**config.mk**
```make
export PLATFORM = sky130hd
export DESIGN_NAME = pipeline_feeder
export DESIGN_NICKNAME = d
export VERILOG_FILES = /design/src/rtl/pipeline_feeder.sv
export SDC_FILE = /design/constraint.sdc
export NUM_CORES = 1
export LEC_CHECK = 0
export CORE_MARGIN = 2
export CORE_UTILIZATION = 32
export DETAILED_ROUTE_END_ITERATION = 12
export HOLD_SLACK_MARGIN = 0.15
export PLACE_DENSITY = 0.48
export SLEW_MARGIN = 20
export SYNTH_ARGS = -nofsm -noshare
export SYNTH_HDL_FRONTEND = slang
export SYNTH_SLANG_ARGS = --single-unit
export TNS_END_PERCENT = 10
```
**constraint.sdc**
```tcl
create_clock -name clk_i -period 2.4 [get_ports clk_i]
set_input_delay 0.48 -clock clk_i [delete_from_list [all_inputs] [get_ports clk_i]]
set_output_delay 0.48 -clock clk_i [all_outputs]
set_load 0.05 [all_outputs]
```
**src/rtl/pipeline_feeder.sv**
```systemverilog
// Buffered source stage feeding a free-running pipeline: valid/ready input into a
// circular FIFO, with a registered output that carries zero bubbles whenever nothing drains.
module pipeline_feeder #(
  parameter int WIDTH = 8,
  parameter int DEPTH = 4
) (
  input  logic                       clk_i,
  input  logic                       rst_i,
  input  logic [WIDTH-1:0]           data_i,
  input  logic                       valid_i,
  output logic                       ready_o,
  input  logic                       hold_i,
  output logic [WIDTH-1:0]           data_o,
  output logic                       valid_o,
  output logic [$clog2(DEPTH):0]     level_o
);

  localparam int AW = $clog2(DEPTH);
  localparam int CW = AW + 1;

  logic [WIDTH-1:0] mem [DEPTH];
  logic [AW-1:0]    wr_ptr;
  logic [AW-1:0]    rd_ptr;
  logic [CW-1:0]    count;
  logic             do_wr;
  logic             do_rd;

  assign ready_o = (count != CW'(DEPTH));
  assign level_o = count;
  assign do_wr   = valid_i && ready_o;
  assign do_rd   = (count != '0) && !hold_i;

  // Storage is deliberately left out of reset; only the pointers define what is valid.
  always_ff @(posedge clk_i) begin
    if (do_wr) begin
      mem[wr_ptr] <= data_i;
    end
  end

  always_ff @(posedge clk_i or posedge rst_i) begin
    if (rst_i) begin
      wr_ptr  <= '0;
      rd_ptr  <= '0;
      count   <= '0;
      data_o  <= '0;
      valid_o <= 1'b0;
    end else begin
      if (do_wr) begin
        wr_ptr <= wr_ptr + AW'(1);
      end
      // A bubble always drives zero so the pipeline never sees stale words.
      if (do_rd) begin
        data_o  <= mem[rd_ptr];
        valid_o <= 1'b1;
        rd_ptr  <= rd_ptr + AW'(1);
      end else begin
        data_o  <= '0;
        valid_o <= 1'b0;
      end
      case ({do_wr, do_rd})
        2'b10:   count <= count + CW'(1);
        2'b01:   count <= count - CW'(1);
        default: count <= count;
      endcase
    end
  end

endmodule

```
==> results.py <==
metrics = {
    "status": {
        "status": "finished, final reports clean",
    },
    "route": {
        "drt_first_pass_iters": 4,
        "drt_wl_total_um": 3110,
        "avgViaCountPerCell": 4.32,
        "final_antenna_net_count": 0,
        "route.detailed.drc": 0,
        "first_iter_violations": 47,
        "wl_per_cell_um": 15.5,
        "vias": 864,
    },
    "hold_path": {
        "worstHoldStart": "level_o[2]",
        "hp-class": "reg -> reg",
        "holdPathStages": 1,
        "hold_end": "level_o[2]",
    },
    "flow_run": {
        "max-cap-violations": 0,
    },
    "synth": {
        "yosys.area.top_type_share_pct": 51.8,
        "yosys_warnings": 0,
        "netlist_top_cells_count": "32 x edfxtp_1, 16 x dfrtp_1, 8 x and2_1, 8 x mux4_2, 7 x inv_1",
        "yosysMostFrequentCell": "edfxtp_1",
        "synth_nets": 115,
        "async_reset_ff_share_pct": 33.3,
        "synth_edf_count": 32,
        "ys_seq_area_share_pct": 73.3,
        "synth_ff_type": "edfxtp_1",
        "post-synth-top-area-cell": "edfxtp_1",
        "synthesis.area_um2": 1860,
        "yosysUniqueCellTypes": 19,
        "avgSynthCellArea_um2": 19.1,
        "synth_seq_cells": 48,
        "synthCells": 97,
        "synth_area_leaders": "edfxtp_1 52%, dfrtp_1 22%, mux4_2 9.7%",
    },
    "clock_network": {
        "numCtsBuffers": 5,
        "cts_sinks": 48,
        "insertion_delay_ps": 300,
        "ctsHoldBuffers": 0,
        "cts-root-buf": "clkbuf_8",
        "clkSlewWorstSetupHoldPaths_ps": 80,
        "h-tree-depth": 2,
        "clockBufferDepth": 2,
        "cts_tree": "built",
    },
    "timing": {
        "slew_headroom_pct": 55.8,
        "rsz0062_at_grt": "false",
        "max_freq_mhz": 460,
        "tns_ps": 0,
        "tightest_slew_ps": 662,
        "report.final.slew_viol_count": 0,
        "hold_viol_final": 0,
        "period_share_pct": 90.5,
        "final.min_clock_period_ps": 2170,
        "skew_ps": 4.23,
        "setup_viol": 0,
    },
    "floorplanning": {
        "ioPinCount": 25,
        "die_w_um": 80.2,
        "rows": 27,
        "start_util_pct": 33.5,
        "dieArea_um2": 6430,
        "core_um2": 5540,
        "fp.dieH_um": 80.2,
    },
    "critical_path": {
        "cp_cell_sequence": "or3b_4 > and2_4 > inv_1 > ha_1 > inv_1 > fa_1 > xor2_1 > nor2_1 > xor2_1",
        "cp_top_family": "simple AND/OR/NAND/NOR gates",
        "r2r_start": "level_o[1]",
        "arrival_ps": 2390,
        "end_kind": "flip-flop",
        "r2r_cells": 9,
        "slowest_stage": "dfrtp_2",
        "critical_path_class": "reg -> reg",
        "max_stage_delay_ps": 430,
        "cp-start-kind": "flip-flop",
        "rr_endpoint": "level_o[2]",
        "crit_required_ps": 2620,
        "rrSetupSlack_ps": 230,
        "worstPathMaxFanout": 6,
        "path_buf_inv": 2,
    },
    "power_and_ir_drop": {
        "leakage_nw": 0.866,
        "cellPowerDensity_nw_per_um2": 1280,
        "power.total_mw": 2.96,
        "vdd_drop_max_v": 0.000626,
    },
    "finish": {
        "num-fill-cells": 531,
        "design_area_um2": 2300,
        "fin_nets": 145,
        "synthToLayoutAreaGrowth_pct": 24.1,
        "fin_cells": 200,
        "antennaDiodeCount": 0,
        "drive_above_1_share_pct": 21.1,
    },
    "grt": {
        "grt_pass1_wl_um": 4730,
        "grt_pass1_vias": 920,
        "antenna_found_initial": 0,
        "grt_overflow": 0,
        "grt_max_degree": 17,
        "grtUsageTotal_pct": 10.8,
    },
    "place": {
        "dp_cells": 192,
        "dp_hpwl_um": 2040,
        "io_buffers": 24,
        "place_area_um2": 2190,
        "gp_congestion": 0.721,
    },
}
per-layer routing:
layer	GRT usage (%)	wire length, µm
met1	12.2	1320
met2	18.1	1600
met3	3.37	141
met4	5.59	51
met5	0	0
power by group:
group | switching (mW) | leakage [nW] | total [mW] | internal (mW)
logic | 0.609 | 0.324 | 1.09 | 0.479
clock network | 0.261 | 0.0541 | 0.569 | 0.308
registers | 0.170 | 0.488 | 1.30 | 1.13
total | 1.04 | 0.866 | 2.96 | 1.92
worst max path at each step:
stage	slack, ps	start	cells after the start	end
floorplan	50	level_o[2]	9	level_o[2]
global placement	180	valid_i	9	level_o[2]
detailed placement	130	valid_i	9	level_o[2]
CTS	30	level_o[1]	2	ready_o
global route	110	level_o[0]	9	level_o[2]
finish	230	level_o[1]	9	level_o[2]
sequential cells by signal, summed over array words and instances (netlist names):
register	cells
wr_ptr	2
valid_o	1
rd_ptr	2
mem	32
data_o	8
level_o	3
logic make-up after synthesis:
| group | Yosys count | synth area share [%] |
|---|---|---|
| flip-flops | 48 | 73.3 |
| XOR/XNOR | 6 | 2.83 |
| AND/OR/NAND/NOR | 18 | 6.47 |
| buffers and inverters | 9 | 1.89 |
| adder cells (fa/ha/maj) | 6 | 4.45 |
| multiplexers | 10 | 11.1 |
stage by stage:
step                      utilization [%]  hold slack [ps]  worst slack [ps]
after floorplan                         -              394              48.8
after global placement               39.5              478               183
after detailed placement             39.5              479               131
after CTS                            41.5              493              28.3
after global routing                 41.6              507               113
final                                41.6              489               228
cell usage in the layout, fill, tap and decap left out, drive strengths merged:
cell	instances
clkbuf	5
clkdlybuf4s50	23
fa	1
nor3b	1
and2	9
inv	7
ha	5
xor2	4
mux2	1
nor2	2
nor3	1
mux4	8
buf	1
bufinv	1
and3	4
clkinv	1
dlymetal6s2s	1
mux2i	1
clkinvlp	1
dfrtp	16
xnor2	2
edfxtp	32
or3b	1
area by class of cell:
class / instances / area (µm²) / area share (%)
well taps: 72 / 90.1 / 3.91
repair buffers: 25 / 250 / 10.9
flip-flops and latches: 48 / 1370 / 59.3
inverters: 7 / 26.3 / 1.14
multi-input cells: 40 / 460 / 20.0
clock inverters: 3 / 42.5 / 1.85
clock buffers: 5 / 68.8 / 2.99
what timing repair did:
item                       CTS  global route
setup buffers                0             0
gates resized for setup      0             1
setup endpoints to repair    0             1
Note: power is estimated with default switching activity, not from simulation.
==> RTL change 1 (config.mk and constraints unchanged) <==
Change the parameter `DEPTH` from 4 to 2.
--- a/src/rtl/pipeline_feeder.sv
+++ b/src/rtl/pipeline_feeder.sv
@@ -3,5 +3,5 @@
 module pipeline_feeder #(
   parameter int WIDTH = 8,
-  parameter int DEPTH = 4
+  parameter int DEPTH = 2
 ) (
   input  logic                       clk_i,
Ports: changed (resized level_o); port bits go from 25 to 24. No check against the original RTL was run, so the function may have changed too.
==> RTL change 1 against the original RTL <==
Total power fell by 37%; sequential share of layout area shrank 1.6 points; synthesized area decreased by 45%; sequential cell count shrank 19; cell area down 39%; wire length down 51%; setup slack got worse by 0.052 ns; register-to-register slack gained 0.51 ns.
==> RTL change 1: results (changes against the original RTL) <==
\begin{tabular}{lr}
\hline
Metric & Value \\
\hline
\multicolumn{2}{l}{\textbf{Global route}} \\
\quad Met1 global-route usage & 9.38\% (-2.9 points) \\
\quad GRT met2 Usage & 17.9\% (-0.23 points) \\
\quad Global-route wire length before repair & 2440 um (-48\%) \\
\quad GR Util met3 & 4.48\% (+1.1 points) \\
\quad Number of global-route vias before repair & 550 (-40\%) \\
\quad Global-route total usage across every layer & 10.4\% (-0.40 points) \\
\multicolumn{2}{l}{\textbf{Route}} \\
\quad First-pass DRT Iterations & 2 (-2) \\
\multicolumn{2}{l}{\textbf{Logic synthesis}} \\
\quad Part of the Yosys area used for sequential elements & 79.0\% (+5.7 points) \\
\quad Share of the synthesized area in compound gates (AO/OA/AOI/OAI) & 1.10\% (+1.1 points) \\
\quad Multiplexer fraction of the synthesized cell area & 7.85\% (-3.2 points) \\
\quad Distinct cells, synth & 13 (-6) \\
\quad Number of nets produced by synthesis & 73 (-37\%) \\
\multicolumn{2}{l}{\textbf{Critical path}} \\
\quad Largest stage delay on the critical path & 0.81 ns (+0.38 ns) \\
\quad Kind of cell with the highest combined delay on the critical path & buffers and inverters \\
\quad Slowest-stage cell, CP & clkdlybuf4s50\_1 \\
\quad Worst R2R Start & level\_o[0] \\
\quad CP Max Fanout & 5 (-1) \\
\quad Data arrival, critical path & 1.74 ns (-0.65 ns) \\
\quad Cells on worst reg2reg path & 5 (-4) \\
\quad Worst-case register-to-register setup slack & 0.74 ns (+0.51 ns) \\
\quad Critical Path Sink & ready\_o \\
\multicolumn{2}{l}{\textbf{Worst hold path}} \\
\quad Worst hold-check path type & primary input to asynchronous set/reset pin \\
\multicolumn{2}{l}{\textbf{Place}} \\
\quad Port-buffer cells & 23 (-4.2\%) \\
\multicolumn{2}{l}{\textbf{Timing}} \\
\quad Post-route worst hold slack & 0.483 ns (-0.00631 ns) \\
\multicolumn{2}{l}{\textbf{Clock tree}} \\
\quad Root buffer cell & clkbuf\_4 \\
\multicolumn{2}{l}{\textbf{Power}} \\
\quad VDD IR-drop max & 0.477 mV (-24\%) \\
\quad Lkg Pwr & 0.000564 uW (-35\%) \\
\multicolumn{2}{l}{\textbf{Final layout}} \\
\quad Layout cells sized above 1 & 11.0\% (-10 points) \\
\quad Final net count & 103 (-29\%) \\
\multicolumn{2}{l}{\textbf{Outcome}} \\
\quad Run status & finished, final reports clean \\
\hline
\end{tabular}
-- RTL change 1: cell families after synthesis --
| kind of cell | count (synthesis) |
|---|---|
| AO/OA/AOI/OAI | 1 |
| XOR/XNOR | 5 |
| adder cells (fa/ha/maj) | 1 |
| buffers and inverters | 3 |
| flip-flops | 29 |
| multiplexers | 8 |
| AND/OR/NAND/NOR | 13 |
-- RTL change 1: worst reg2reg max path: stages (launching register included) --
cell,delay [ns]
dfrtp_1,0.45
o21bai_2,0.41
inv_1,0.11
ha_1,0.32
nor2_1,0.14
xor2_1,0.16
-- RTL change 1: per-layer routing --
| layer | part of all wire [%] | routed length [um] |
|---|---|---|
| met4 | 0.92 | 14 |
| met2 | 59 | 896 |
| met1 | 36 | 544 |
| met3 | 4.1 | 63 |
| met5 | 0 | 0 |
-- RTL change 1: cell type report --
type	instances	area, um2
clock buffers	6	51.3
clock inverters	2	37.5
fillers	292	1660
inverters	2	7.51
multi-input cells	28	201
flip-flops and latches	29	806
well taps	44	55.1
repair buffers	24	238
-- RTL change 1: metrics by stage --
| step | area [um2] | std cells | setup slack (ns) |
|---|---|---|---|
| 2_1_floorplan | 1020 | 60 | 0.212 |
| 6_report | 1400 | 135 | 0.176 |
| 3_5_place_dp | 1310 | 127 | 0.439 |
| 4_1_cts | 1400 | 135 | 0.147 |
| 5_1_grt | 1400 | 135 | 0.0757 |
| 3_3_place_gp | 1310 | 127 | 0.471 |
-- RTL change 1: power by group --
part           internal, uW  switching (uW)  leakage, uW
sequential              682            97.8     0.000313
combinational           262             420     0.000206
clock                   248             163    0.0000445
total                  1190             681     0.000564
==> RTL change 2 (same flow settings) <==
Made on the original files. Reset style: synchronous (`rst_i`), changed in one clocked block.
--- a/src/rtl/pipeline_feeder.sv
+++ b/src/rtl/pipeline_feeder.sv
@@ -38,5 +38,5 @@
   end
 
-  always_ff @(posedge clk_i or posedge rst_i) begin
+  always_ff @(posedge clk_i) begin
     if (rst_i) begin
       wr_ptr  <= '0;
Function: differs if rst_i is asserted again (counterexample within 4 cycles, from zero or initial values and one cycle with rst_i high); with rst_i held inactive, the same outputs for 10 cycles.
==> RTL change 2 against the original RTL <==
First-iteration DRC count shrank 11%; sequential share of layout area is 4.3 points lower; wire length rose by 6.5%; critical path depth is 6 lower; combinational power down 36%; sequential cell count unchanged; clock skew is 0.00065 ns higher; non-clock buffer count rose by 7; global-route usage rose by 1.0 points; synthesized area hardly changed; cell area grew 1.2%; largest cell class unchanged; setup slack lost 0.021 ns; die area about the same; total power decreased by 19%.
==> RTL change 2: results (changes against the original RTL) <==
\begin{tabular}{lr}
\hline
Metric & Value \\
\hline
\multicolumn{2}{l}{\textbf{Logic synthesis}} \\
\quad Synth top cells by count & 32 x edfxtp\_1, 16 x dfxtp\_1, 9 x nor2b\_1 \\
\quad FFs w/ async S/R, synth & 0\% (-33 points) \\
\quad Number of nets produced by synthesis & 131 (+14\%) \\
\quad Distinct cells, synth & 25 (+6) \\
\quad Part of the Yosys area used for sequential elements & 69.0\% (-4.3 points) \\
\multicolumn{2}{l}{\textbf{Critical path}} \\
\quad Endpoint of the lowest-slack register-to-register path & level\_o[2] \\
\quad Slowest-stage cell, CP & clkdlybuf4s50\_1 \\
\quad Largest stage delay on the critical path & 0.79 ns (+0.36 ns) \\
\quad CP Max Fanout & 5 (-1) \\
\quad Kind of cell with the highest combined delay on the critical path & buffers and inverters \\
\quad Data arrival, critical path & 1.71 ns (-0.68 ns) \\
\multicolumn{2}{l}{\textbf{Power}} \\
\quad Lkg Pwr & 0.000812 uW (-6.2\%) \\
\quad Combinational fraction of design power & 29.2\% (-7.6 points) \\
\multicolumn{2}{l}{\textbf{Global route}} \\
\quad Global-route total usage across every layer & 11.8\% (+1.0 points) \\
\quad Number of global-route vias before repair & 1069 (+16\%) \\
\quad Met1 global-route usage & 13.4\% (+1.2 points) \\
\quad Global-route wire length before repair & 5400 um (+14\%) \\
\quad Pin count of the biggest net entering global routing & 15 (-2) \\
\multicolumn{2}{l}{\textbf{Final layout}} \\
\quad Layout cells sized above 1 & 18.1\% (-3.0 points) \\
\quad Final net count & 166 (+14\%) \\
\multicolumn{2}{l}{\textbf{Route}} \\
\quad Ratio of routed vias to standard cells & 4.48 (+3.7\%) \\
\quad Met3 Routed Length & 123 um (-13\%) \\
\quad Total number of vias & 990 (+15\%) \\
\multicolumn{2}{l}{\textbf{Timing}} \\
\quad Maximum frequency from static timing analysis & 456 MHz (-0.96\%) \\
\quad Headroom to the max-slew limit & 56.6\% (+0.86 points) \\
\multicolumn{2}{l}{\textbf{Place}} \\
\quad Worst slack at placement & -0.0915 ns (-0.223 ns) \\
\quad Hpwl dp & 2270 um (+11\%) \\
\quad Final estimated routing congestion in global placement & 0.791 (+9.7\%) \\
\multicolumn{2}{l}{\textbf{Worst hold path}} \\
\quad Number of cells on the worst hold path & 2 (+1) \\
\multicolumn{2}{l}{\textbf{Outcome}} \\
\quad Run status & finished, final reports clean \\
\hline
\end{tabular}
[RTL change 2: cell types whose count changed after synthesis, sizes merged, moves of 3 or more]
cell   change
nor2       +6
or3        +3
dfrtp     -16
dfxtp     +16
a21oi      +3
and3       -4
and2       -5
nor2b      +9
[RTL change 2: layout make-up]
cell class                 instances  area, um2  area share (%)
tap                               72       90.1            3.86
timing repair buffer              32        300            12.9
multi-input combinational         54        518            22.2
clock inverter                     2       33.8            1.45
inverter                           7       26.3            1.13
sequential                        48       1280            54.9
clock buffer                       6       82.6            3.54
[RTL change 2: metrics by stage]
| step | total power, uW | cell area (um2) |
|---|---|---|
| detailed placement | 1830 | 2220 |
| finish | 2390 | 2330 |
| global route | 2530 | 2330 |
| CTS | 2430 | 2330 |
| floorplan | 1610 | 1860 |
| global placement | 1810 | 2220 |
[RTL change 2: cell families after synthesis]
family          share of synthesized area [%]
xor+xnor                                0.944
fa+ha+maj                                4.45
mux                                      11.7
flops                                    69.0
buf+inv                                  3.03
compound gates                           1.96
simple gates                             8.90
